### config.mk
export PLATFORM = sky130hd
export DESIGN_NAME = spi_reg_master
export DESIGN_NICKNAME = d
export VERILOG_FILES = /design/src/rtl/spi_reg_master.sv
export SDC_FILE = /design/constraint.sdc
export NUM_CORES = 1
export LEC_CHECK = 0
export CAP_MARGIN = 0
export CORE_ASPECT_RATIO = 1.1
export CORE_MARGIN = 8
export CORE_UTILIZATION = 49
export DETAILED_ROUTE_END_ITERATION = 8
export GPL_ROUTABILITY_DRIVEN = 1
export PLACE_DENSITY_LB_ADDON = 0.2
export SYNTH_ARGS = -nofsm -noshare
export SYNTH_HDL_FRONTEND = slang
export SYNTH_SLANG_ARGS = --single-unit
### constraint.sdc
create_clock -name clk -period 2.4 [get_ports clk]
set_input_delay 0.36 -clock clk [delete_from_list [all_inputs] [get_ports clk]]
set_output_delay 0.36 -clock clk [all_outputs]
set_load 0.1 [all_outputs]
### src/rtl/spi_reg_master.sv
// SPI mode-0 initiator for two-byte register transactions: {write, addr} then wdata/0x00.
// The second byte shifted in on miso is returned on rdata when done pulses.
module spi_reg_master #(
    parameter int unsigned CLKDIV    = 4,
    parameter int unsigned DIV_WIDTH = 8
) (
    input  logic       clk,
    input  logic       rst,
    input  logic       start,
    input  logic       write,
    input  logic [6:0] addr,
    input  logic [7:0] wdata,
    output logic [7:0] rdata,
    output logic       busy,
    output logic       done,
    output logic       ss,
    output logic       sclk,
    output logic       mosi,
    input  logic       miso
);

    localparam int unsigned FRAME_BITS = 16;
    localparam int unsigned BIT_WIDTH  = 5;
    localparam logic [DIV_WIDTH-1:0] DIV_RELOAD = DIV_WIDTH'(CLKDIV - 1);
    localparam logic [DIV_WIDTH-1:0] DIV_LAST2  = DIV_WIDTH'(1);
    localparam logic [BIT_WIDTH-1:0] BIT_LAST   = BIT_WIDTH'(FRAME_BITS);

    typedef enum logic [2:0] {
        IDLE,
        SETUP,
        SHIFT_LO,
        SHIFT_HI,
        HOLD,
        GAP
    } state_t;

    state_t                 state;
    logic [DIV_WIDTH-1:0]   div_cnt;
    logic [BIT_WIDTH-1:0]   bit_cnt;
    logic [FRAME_BITS-1:0]  tx_sr;
    logic [7:0]             rx_sr;
    logic                   pend;
    logic                   phase_end;
    logic [FRAME_BITS-1:0]  frame_c;

    assign phase_end = (div_cnt == '0);
    assign frame_c   = {write, addr, (write ? wdata : 8'h00)};

    // Every non-idle phase lasts CLKDIV cycles; the counter reloads at each phase boundary.
    always_ff @(posedge clk) begin
        if (rst) begin
            state   <= IDLE;
            div_cnt <= DIV_RELOAD;
            bit_cnt <= '0;
            tx_sr   <= '0;
            rx_sr   <= '0;
            pend    <= 1'b0;
            rdata   <= 8'h00;
            busy    <= 1'b0;
            done    <= 1'b0;
            ss      <= 1'b1;
            sclk    <= 1'b0;
            mosi    <= 1'b0;
        end else begin
            done    <= 1'b0;
            div_cnt <= (state == IDLE || phase_end) ? DIV_RELOAD : div_cnt - 1'b1;

            case (state)
                IDLE: begin
                    if (pend || start) begin
                        if (!pend) begin
                            tx_sr <= frame_c;
                        end
                        mosi    <= pend ? tx_sr[FRAME_BITS-1] : write;
                        pend    <= 1'b0;
                        ss      <= 1'b0;
                        busy    <= 1'b1;
                        bit_cnt <= '0;
                        state   <= SETUP;
                    end
                end
                SETUP: begin
                    if (phase_end) begin
                        state <= SHIFT_LO;
                    end
                end
                SHIFT_LO: begin
                    if (phase_end) begin
                        sclk    <= 1'b1;
                        rx_sr   <= {rx_sr[6:0], miso};
                        bit_cnt <= bit_cnt + 1'b1;
                        state   <= SHIFT_HI;
                    end
                end
                SHIFT_HI: begin
                    if (phase_end) begin
                        sclk <= 1'b0;
                        if (bit_cnt == BIT_LAST) begin
                            state <= HOLD;
                        end else begin
                            tx_sr <= {tx_sr[FRAME_BITS-2:0], 1'b0};
                            mosi  <= tx_sr[FRAME_BITS-2];
                            state <= SHIFT_LO;
                        end
                    end
                end
                HOLD: begin
                    if (phase_end) begin
                        ss    <= 1'b1;
                        mosi  <= 1'b0;
                        state <= GAP;
                    end
                end
                GAP: begin
                    // The final gap cycle is the done cycle; a start seen there launches next.
                    if (div_cnt == DIV_LAST2) begin
                        done  <= 1'b1;
                        busy  <= 1'b0;
                        rdata <= rx_sr;
                    end
                    if (phase_end) begin
                        state <= IDLE;
                        if (start) begin
                            tx_sr <= frame_c;
                            pend  <= 1'b1;
                            busy  <= 1'b1;
                        end
                    end
                end
                default: begin
                    state <= IDLE;
                end
            endcase
        end
    end

endmodule
==> summary.txt <==
Run status
  • Outcome: complete, no violations

Route
  • Via count of the routed design: ~2100
  • Routed len/inst: about 14 um
  • Number of DRC violations after detailed-routing iteration 0: between 100 and 150
  • Via-to-Cell Ratio: about 5.4
  • Iteration count of the initial detailed-routing pass: 4
  • Routed wire length: roughly 5300 um
  • Number of design rule violations left after detail routing: 0
  • Antenna violation net count after detailed routing: 0

Layout
  • Share of cells above drive strength 1: between 10% and 20%
  • Cell area after layout: just over 3000 um^2
  • Relative area change from synthesis to final layout: 16.3%
  • Number of standard cells in the final layout excluding fillers: 389
  • Total number of nets in the final design: 352
  • Diode insertion count for antenna repair: 0
  • Share of the core filled with cells: ~57%
  • Number of filler instances in the final layout: roughly 500

Power and ir drop
  • Max VDD drop: 0.399 mV
  • Leakage dissipation: between 1 and 1.5 nW
  • Pwr Total: 1.65 mW
  • PD cells: about 550 nW/um^2

Critical path
  • Critical-path cell list: inv_1, ha_1, or4bb_1, a31oi_1, a211o_1, buf_12, mux2_2
  • Delay of the slowest cell on the worst path: 0.55 ns
  • Class of the most critical setup path: flop to flop
  • Startpoint types: flop
  • Number of cell instances on the worst register-to-register path: 7
  • Endpoint type of the worst setup path: flop
  • Crit Path Max Fanout: 16
  • Slowest stage cell on the critical path: sky130_fd_sc_hd__or4bb_1
  • Cell class contributing the biggest share of worst-path delay: simple AND/OR/NAND/NOR gates
  • Setup slack on the worst flop-to-flop path: around 0.20 ns
  • Required time of the critical path: about 2.6 ns
  • Capture instance of the worst register-to-register path: tx_sr[6]
  • Crit path buffers/inverters: 2
  • Origin of the critical flop-to-flop path: bit_cnt[0]
  • Crit path arrival time: 2.41 ns

GRT
  • Number of antenna violations at the first check in global routing: 0
  • Combined global-route utilization of all metal layers: between 10% and 20%
  • Overall overflow remaining after global route: 0
  • Maximum number of pins on one net before global-route repair: 25
  • Wire length of the first global-routing pass: around 9300 um
  • Vias in the first global route: a little under 2000

Floorplan
  • Overall die height: 92.3 um
  • I/O pin count: 33
  • Overall die area: ~8000 um^2
  • Horizontal extent of the die: 85.4 um
  • Standard cell core area: around 5300 um^2
  • Starting density of the core: 49.4%
  • Placement Rows: 28

Synthesis
  • Library cells used by synthesis: between 40 and 50
  • Synth Area in XOR/XNOR: under 10%
  • Portion of the post-synthesis area used by sequential elements: between 40% and 50%
  • Dominant combinational cell family by area after synthesis: simple AND/OR/NAND/NOR gates
  • Net Count, Synth: 325
  • Compound-cell area share of the yosys netlist: approximately 11%
  • Mapped Cells: 301
  • Number of warnings printed during yosys synthesis: 0
  • Syn Std Cell Area: 2600 um^2
  • Synthesized flop and latch total: 54
  • Share of flip-flops with an asynchronous set or reset: 0%
  • Post-Synth Adder-Cell Area: 1.93%
  • Synthesized area per cell: 8.63 um^2
  • Mux share of post-synthesis cell area: between 10% and 20%
  • EDFF count, synth: 0
  • Main flop type after synthesis: sky130_fd_sc_hd__dfxtp_1
  • Post-Synth Simple-Gate Area: between 20% and 30%

Timing
  • Tmin final: about 2.2 ns
  • Max transition margin: 68.1%
  • Fin worst setup slack: around 0.2 ns
  • Final count of negative-setup-slack endpoints: 0
  • Count of endpoints failing hold in the final timing report: 0
  • Final number of max-transition violations: 0
  • Peak Freq: between 400 and 500 MHz
  • Portion of the clock cycle consumed by the worst path in the final layout: between 90% and 100%
  • RSZ-0062 raised after global routing: false
  • Actual slew at the worst max-slew pin: 0.474 ns
  • Setup_tns: 0 ns
  • Worst-case clock skew: ~0.0083 ns
  • Worst hold-check slack: just over 0.4 ns

CTS
  • CTS max path bufs: 2
  • Hold-fix buffer count after cts: 0
  • Cts repair resizes: 0
  • CTS tree: done
  • Root cell of the clock tree: sky130_fd_sc_hd__clkbuf_8
  • Number of H-tree levels: 2
  • Post-CTS Setup Inserts: 0
  • Register clock-pin slew on the reported worst setup and hold paths: around 0.10 ns
  • Number of sinks driven by the clock tree: 54
  • Number of clock buffers inserted by TritonCTS: 5
  • Clock insertion delay at the later pin of the skew report: approximately 0.31 ns

Hold path
  • Worst min-delay path endpoint: sclk
  • Hold Path Cell Cnt: 2
  • Tightest Hold Check Type: primary input to flop
  • Source of the worst hold timing path: rst

Placed design
  • Gp weighted congestion: between 0.8 and 0.9
  • Worst setup slack after placement: 0.239 ns
  • Placed Cells: between 300 and 400
  • Number of port buffers: 32
  • DP Area: 2930 um^2
  • Half-perimeter wire length after placement: roughly 3700 um

Job
  • Max-cap check violation count: 0
-- cell usage after synthesis (6+ instances only) --
library cell,instances,area [um^2]
sky130_fd_sc_hd__clkbuf_1,14,52.6
sky130_fd_sc_hd__inv_1,6,22.5
sky130_fd_sc_hd__mux2_4,9,135
sky130_fd_sc_hd__a21oi_1,35,175
sky130_fd_sc_hd__nand2_1,44,165
sky130_fd_sc_hd__o21ai_0,6,30.0
sky130_fd_sc_hd__nor2b_1,16,100
sky130_fd_sc_hd__dfxtp_1,54,1080
sky130_fd_sc_hd__mux2i_1,11,110
sky130_fd_sc_hd__nand3_1,18,90.1
sky130_fd_sc_hd__nor2_1,24,90.1
sky130_fd_sc_hd__mux2_2,7,78.8
-- metal layers --
layer / vias up / GRT usage, % / wire length, um
li1: 1076 / - / -
met2: 42 / 21.6 / 2540
met4: 0 / 5.70 / 88
met5: - / 0 / 0
met3: 9 / 3.37 / 206
met1: 989 / 19.1 / 2490
-- cell usage in the layout, fill, tap and decap left out, drive strengths merged, types with 2 or more instances in the layout --
cell,netlist,routed
a21oi,35,35
and3,2,2
buf,8,24
clkbuf,14,5
clkdlybuf4s50,0,18
clkinv,0,2
dfxtp,54,54
ha,4,4
inv,6,6
mux2,16,16
mux2i,11,11
nand2,44,44
nand3,19,19
nand3b,2,2
nand4,4,4
nor2,24,24
nor2b,16,16
nor3b,3,3
nor4,3,3
o21ai,6,6
or3,5,5
xnor2,5,5
xor2,2,2
-- power breakdown --
part	leakage (nW)	total [mW]	switching, mW	internal, mW
Clock	0.0441	0.511	0.305	0.206
Sequential	0.438	0.939	0.0180	0.921
Combinational	0.772	0.201	0.104	0.0979
Total	1.26	1.65	0.427	1.22
-- sequential cells by signal (all words and copies together), names as in the netlist --
name	cells
rx_sr	8
rdata	8
pend	1
done	1
state	3
div_cnt	8
busy	1
ss	1
mosi	1
bit_cnt	5
tx_sr	16
sclk	1
-- final cells by class --
| class | instances | area [um^2] | area share (%) |
|---|---|---|---|
| clock buffers | 5 | 68.8 | 2.28 |
| clock inverters | 3 | 21.3 | 0.704 |
| inverters | 6 | 22.5 | 0.746 |
| multi-input cells | 219 | 1380 | 45.7 |
| flip-flops and latches | 54 | 1080 | 35.8 |
| well taps | 60 | 75.1 | 2.49 |
| repair buffers | 42 | 370 | 12.3 |
-- cells by family (layout without fill, tap and decap cells) --
| family | Yosys count | in the layout |
|---|---|---|
| XOR/XNOR | 7 | 7 |
| multiplexers | 27 | 27 |
| AO/OA/AOI/OAI | 51 | 51 |
| adder cells (fa/ha/maj) | 4 | 4 |
| buffers and inverters | 28 | 56 |
| flip-flops | 54 | 54 |
| AND/OR/NAND/NOR | 130 | 130 |
-- how the worst max path moves through the flow --
stage	slack (ns)	to	cells after the start	startpoint
detailed placement	0.24	tx_sr[6]	7	bit_cnt[0]
floorplan	0.38	tx_sr[10]	8	bit_cnt[0]
CTS	0.21	tx_sr[6]	7	bit_cnt[0]
finish	0.20	tx_sr[6]	7	bit_cnt[0]
global route	0.13	tx_sr[6]	7	bit_cnt[0]
global placement	0.30	tx_sr[7]	6	start
(Power assumes the default switching activity.)
==> variant 1, RTL diff (config.mk and constraints unchanged) <==
Change the parameter `DIV_WIDTH` from 8 to 7.
--- a/src/rtl/spi_reg_master.sv
+++ b/src/rtl/spi_reg_master.sv
@@ -3,5 +3,5 @@
 module spi_reg_master #(
     parameter int unsigned CLKDIV    = 4,
-    parameter int unsigned DIV_WIDTH = 8
+    parameter int unsigned DIV_WIDTH = 7
 ) (
     input  logic       clk,
Function: no difference found for any inputs over 10 cycles, from zero or initial values and one cycle with rst high; that may be too few to reach the edited logic, so the function may still have changed.
==> variant 1 against the original RTL <==
- sequential cell count down 1
- critical path depth rose by 1
- design area decreased by 2.0%
- routed wire length up 5.8%
- total power up 4.6%
- synthesized area shrank 2.8%
- setup slack gained 190 ps
- first-iteration DRC count is 11% higher
==> variant 1: results (changes against the original RTL) <==
[status]
outcome = finished clean  ; unchanged

[worst_setup_path]
r2r-end = tx_sr[7]  ; was tx_sr[6]
r2r_slack_ps = 390  ; was 200 ps
crit_family = compound AO/OA/AOI/OAI gates  ; was simple AND/OR/NAND/NOR gates
worstPathArrival_ps = 2250  ; was 2410 ps

[yosys]
synthTopCellsByArea = dfxtp_1 42%, a21oi_1 6.5%, nand2_1 6.4%, a311oi_1 4.9%, nor2_1 4.6%  ; was dfxtp_1 42%, a21oi_1 6.7%, nand2_1 6.4%, mux2_4 5.2%, mux2i_1 4.2%
synthMuxAreaShare = 0.0124  ; was 0.125
synth_xor_area_frac = 0.0243  ; was 0.0236
synth.net_count = 335  ; was 325
synth-compound-area-share = 0.234  ; was 0.109
ys_types = 49  ; was 46

[global_route]
grt.met2_usage = 0.237  ; was 0.216
grt_pass1_wl_mm = 9.59  ; was 9.29 mm
grt.total_usage = 0.147  ; was 0.143
grt_max_degree = 30  ; was 25
grt_util_met3 = 0.0396  ; was 0.0337

[detailed_routing]
drt_first_pass_iters = 6  ; was 4
wl_per_cell_um = 14.2  ; was 13.7 µm
drt_iter0_drc = 162  ; was 146
viasPerCell = 5.63  ; was 5.44

[pwr]
max-vdd-ir-drop_mv = 0.313  ; was 0.399 mV
p_leak_nw = 1.07  ; was 1.26 nW

[sta]
skew_ps = 4.39  ; was 8.33 ps

[hold_path]
hold_path.class = reg2reg  ; was in2reg

[layout]
filler_cell_count = 463  ; was 494

[place]
postPlaceCellArea_mm2 = 0.00285  ; was 0.00293 mm²

==> variant 1: metal layers <==
layer | wire (µm) | part of all wire
met2 | 2660 | 0.47
met5 | 0 | 0
met3 | 253 | 0.045
met1 | 2660 | 0.47
met4 | 67 | 0.012
==> variant 1: through the flow <==
| step | util | power, mW | setup slack [ps] | cells |
|---|---|---|---|---|
| after global routing | 0.592 | 1.80 | 205 | 398 |
| after floorplan | - | 1.07 | 667 | 311 |
| after global placement | 0.570 | 1.13 | 366 | 390 |
| final | 0.592 | 1.73 | 387 | 398 |
| after detailed placement | 0.570 | 1.14 | 260 | 390 |
| after CTS | 0.592 | 1.75 | 390 | 398 |
==> variant 1: cell type report <==
| cell class | instances | area, µm² | share of cell area |
|---|---|---|---|
| Tap cell | 58 | 72.6 | 0.0245 |
| Clock buffer | 6 | 72.6 | 0.0245 |
| Timing Repair Buffer | 41 | 355 | 0.120 |
| Multi-Input combinational cell | 219 | 1290 | 0.435 |
| Inverter | 19 | 71.3 | 0.0241 |
| Clock inverter | 2 | 38.8 | 0.0131 |
| Sequential cell | 53 | 1060 | 0.359 |
==> variant 1: power by group through the flow <==
stage | Combinational (mW) | Clock, mW | Sequential [mW]
after floorplan | 0.105 | 0 | 0.968
after global placement | 0.189 | 0 | 0.944
after detailed placement | 0.192 | 0 | 0.946
after CTS | 0.194 | 0.628 | 0.925
after global routing | 0.212 | 0.662 | 0.930
final | 0.193 | 0.610 | 0.925
==> variant 1: how the worst min path moves through the flow <==
stage	to	slack (ps)	startpoint
floorplan	div_cnt[0]	390	div_cnt[0]
global placement	div_cnt[0]	410	div_cnt[0]
detailed placement	div_cnt[0]	410	div_cnt[0]
CTS	div_cnt[0]	430	div_cnt[0]
global route	div_cnt[0]	450	div_cnt[0]
finish	div_cnt[0]	430	div_cnt[0]
==> variant 2, RTL diff (same settings) <==
Without the edit above. Put one more register stage on the output `rdata`, without a reset. The value now appears one clock later. The other outputs are not delayed to match.
--- a/src/rtl/spi_reg_master.sv
+++ b/src/rtl/spi_reg_master.sv
@@ -35,4 +35,6 @@
     } state_t;
 
+    logic [7:0] rdata_s0;
+
     state_t                 state;
     logic [DIV_WIDTH-1:0]   div_cnt;
@@ -56,5 +58,5 @@
             rx_sr   <= '0;
             pend    <= 1'b0;
-            rdata   <= 8'h00;
+            rdata_s0 <= 8'h00;
             busy    <= 1'b0;
             done    <= 1'b0;
@@ -117,5 +119,5 @@
                         done  <= 1'b1;
                         busy  <= 1'b0;
-                        rdata <= rx_sr;
+                        rdata_s0 <= rx_sr;
                     end
                     if (phase_end) begin
@@ -135,3 +137,7 @@
     end
 
+    always_ff @(posedge clk) begin
+        rdata <= rdata_s0;
+    end
+
 endmodule
Function: no difference found for any inputs over 10 cycles, from zero or initial values and one cycle with rst high; that may be too few to reach the edited logic, so the function may still have changed.
==> variant 2 against the original RTL <==
- setup slack got worse by 35 ps
- synthesized area increased by 1.2%
- design area increased by 5.0%
- routed wire length decreased by 6.6%
- synthesized cell count decreased by 4.0%
- largest power group unchanged
- non-clock buffer count unchanged
- total power increased by 24%
- largest cell class unchanged
- clock power increased by 55%
- sequential cell count increased by 8
==> variant 2: results (changes against the original RTL) <==
[yosys]
synth-async-reset-ratio = 0  ; unchanged
yosysWarnings = 0  ; unchanged
ys_types = 39  ; was 46
synthTopCellsByCount = 62 x dfxtp_1, 48 x nand2_1, 35 x nor2_1, 17 x a21oi_1  ; was 54 x dfxtp_1, 44 x nand2_1, 35 x a21oi_1, 24 x nor2_1, 18 x nand3_1
synth.net_count = 313  ; was 325
synthTopCellsByArea = dfxtp_1 47%, a311oi_2 8.0%, nand2_1 6.9%, nor2_1 5.0%, mux2i_1 3.8%  ; was dfxtp_1 42%, a21oi_1 6.7%, nand2_1 6.4%, mux2_4 5.2%, mux2i_1 4.2%
yosysSeqAreaShare = 0.472  ; was 0.416

[clock_network]
cts-root-buf = clkbuf_8  ; unchanged
cts-resized-gates = 0  ; unchanged
clkSlewWorstSetupHoldPaths_ps = 70  ; was 100 ps
cts_buffer_depth = 2  ; unchanged
htreeDepth = 3  ; was 2
cts_setup_buffers = 0  ; unchanged
clk_latency_ps = 330  ; was 310 ps
cts_inserted_buffers = 9  ; was 5

[layout]
drive_gt1_frac = 0.171  ; was 0.158
largest_register_ff_count = 16  ; unchanged
diodes = 0  ; unchanged
filler_cell_count = 491  ; was 494
nets = 347  ; was 352
top_register = tx_sr  ; unchanged

[place]
numPortBuffers = 32  ; unchanged
place.gp.congestion = 0.802  ; was 0.887
dp_hpwl_mm = 3.47  ; was 3.73 mm

[global_route]
grt.total_usage = 0.134  ; was 0.143
grt_max_degree = 33  ; was 25
grt_pass1_wl_mm = 8.55  ; was 9.29 mm
antenna_found_initial = 0  ; unchanged
grt_pass1_vias = 1964  ; was 1954

[worst_setup_path]
worstPathArrival_ps = 2480  ; was 2410 ps
cp_max_fo = 32  ; was 16
r2r_slack_ps = 160  ; was 200 ps
cpPeakStageDelay_ps = 440  ; was 550 ps
cp_slowest_cell = o41a_1  ; was or4bb_1

[sta]
holdWs_ps = 352  ; was 415 ps
skew_ps = 7.88  ; was 8.33 ps
slew_headroom = 0.609  ; was 0.681

[detailed_routing]
drt_iter0_drc = 100  ; was 146
drt_first_pass_iters = 4  ; unchanged
drt_wl_total_mm = 4.98  ; was 5.33 mm
viasPerCell = 5.17  ; was 5.44

[pwr]
max-vdd-ir-drop_mv = 0.310  ; was 0.399 mV
p_leak_nw = 1.23  ; was 1.26 nW

[hold_path]
hold_path.class = reg2reg  ; was in2reg

[status]
outcome = finished clean  ; unchanged

## variant 2: layer usage
metal	global-route usage	part of all wire	wire (µm)	up-vias
met2	0.201	0.45	2250	39
met1	0.161	0.47	2360	958
li1	-	-	-	1075
met3	0.0452	0.052	259	10
met5	0	0	0	-
met4	0.0833	0.022	108	0
## variant 2: cell families after synthesis
family	Yosys count	synth area share
flip-flops	62	0.472
AND/OR/NAND/NOR	131	0.233
AO/OA/AOI/OAI	48	0.161
adder cells (fa/ha/maj)	4	0.0190
multiplexers	10	0.0381
XOR/XNOR	10	0.0333
buffers and inverters	24	0.0424
## variant 2: worst paths after layout
check               from       end  cells past startpoint
max           div_cnt[0]  tx_sr[9]                      8
min          rdata_s0[0]  rdata[0]                      0
max reg2reg   div_cnt[0]  tx_sr[9]                      8
min reg2reg  rdata_s0[0]  rdata[0]                      0
## variant 2: per-stage QoR
step / setup slack [ps] / cells / area, µm²
3_3_place_gp: 160 / 387 / 3000
5_1_grt: 29.1 / 403 / 3170
2_1_floorplan: 321 / 289 / 2630
6_report: 164 / 403 / 3170
4_1_cts: 165 / 403 / 3170
3_5_place_dp: 125 / 387 / 3000
## variant 2: final cells by class
type                       instances  area (µm²)  share of cell area
timing repair buffer              42         370               0.117
sequential                        62        1240               0.391
inverter                           5        18.8             0.00592
clock inverter                     7        48.8              0.0154
multi-input combinational        203        1270               0.402
tap                               75        93.8              0.0296
clock buffer                       9         124              0.0391
## variant 2: power by group
group / internal [mW] / switching, mW
registers: 1.06 / 0.0194
logic: 0.0805 / 0.104
clock network: 0.377 / 0.415
## variant 2: critical path: cells and delay by family (launching register included)
kind	cells	cell delay [ps]
compound gates	3	830
simple gates	2	470
flops	1	340
buf+inv	2	290
fa+ha+maj	1	210
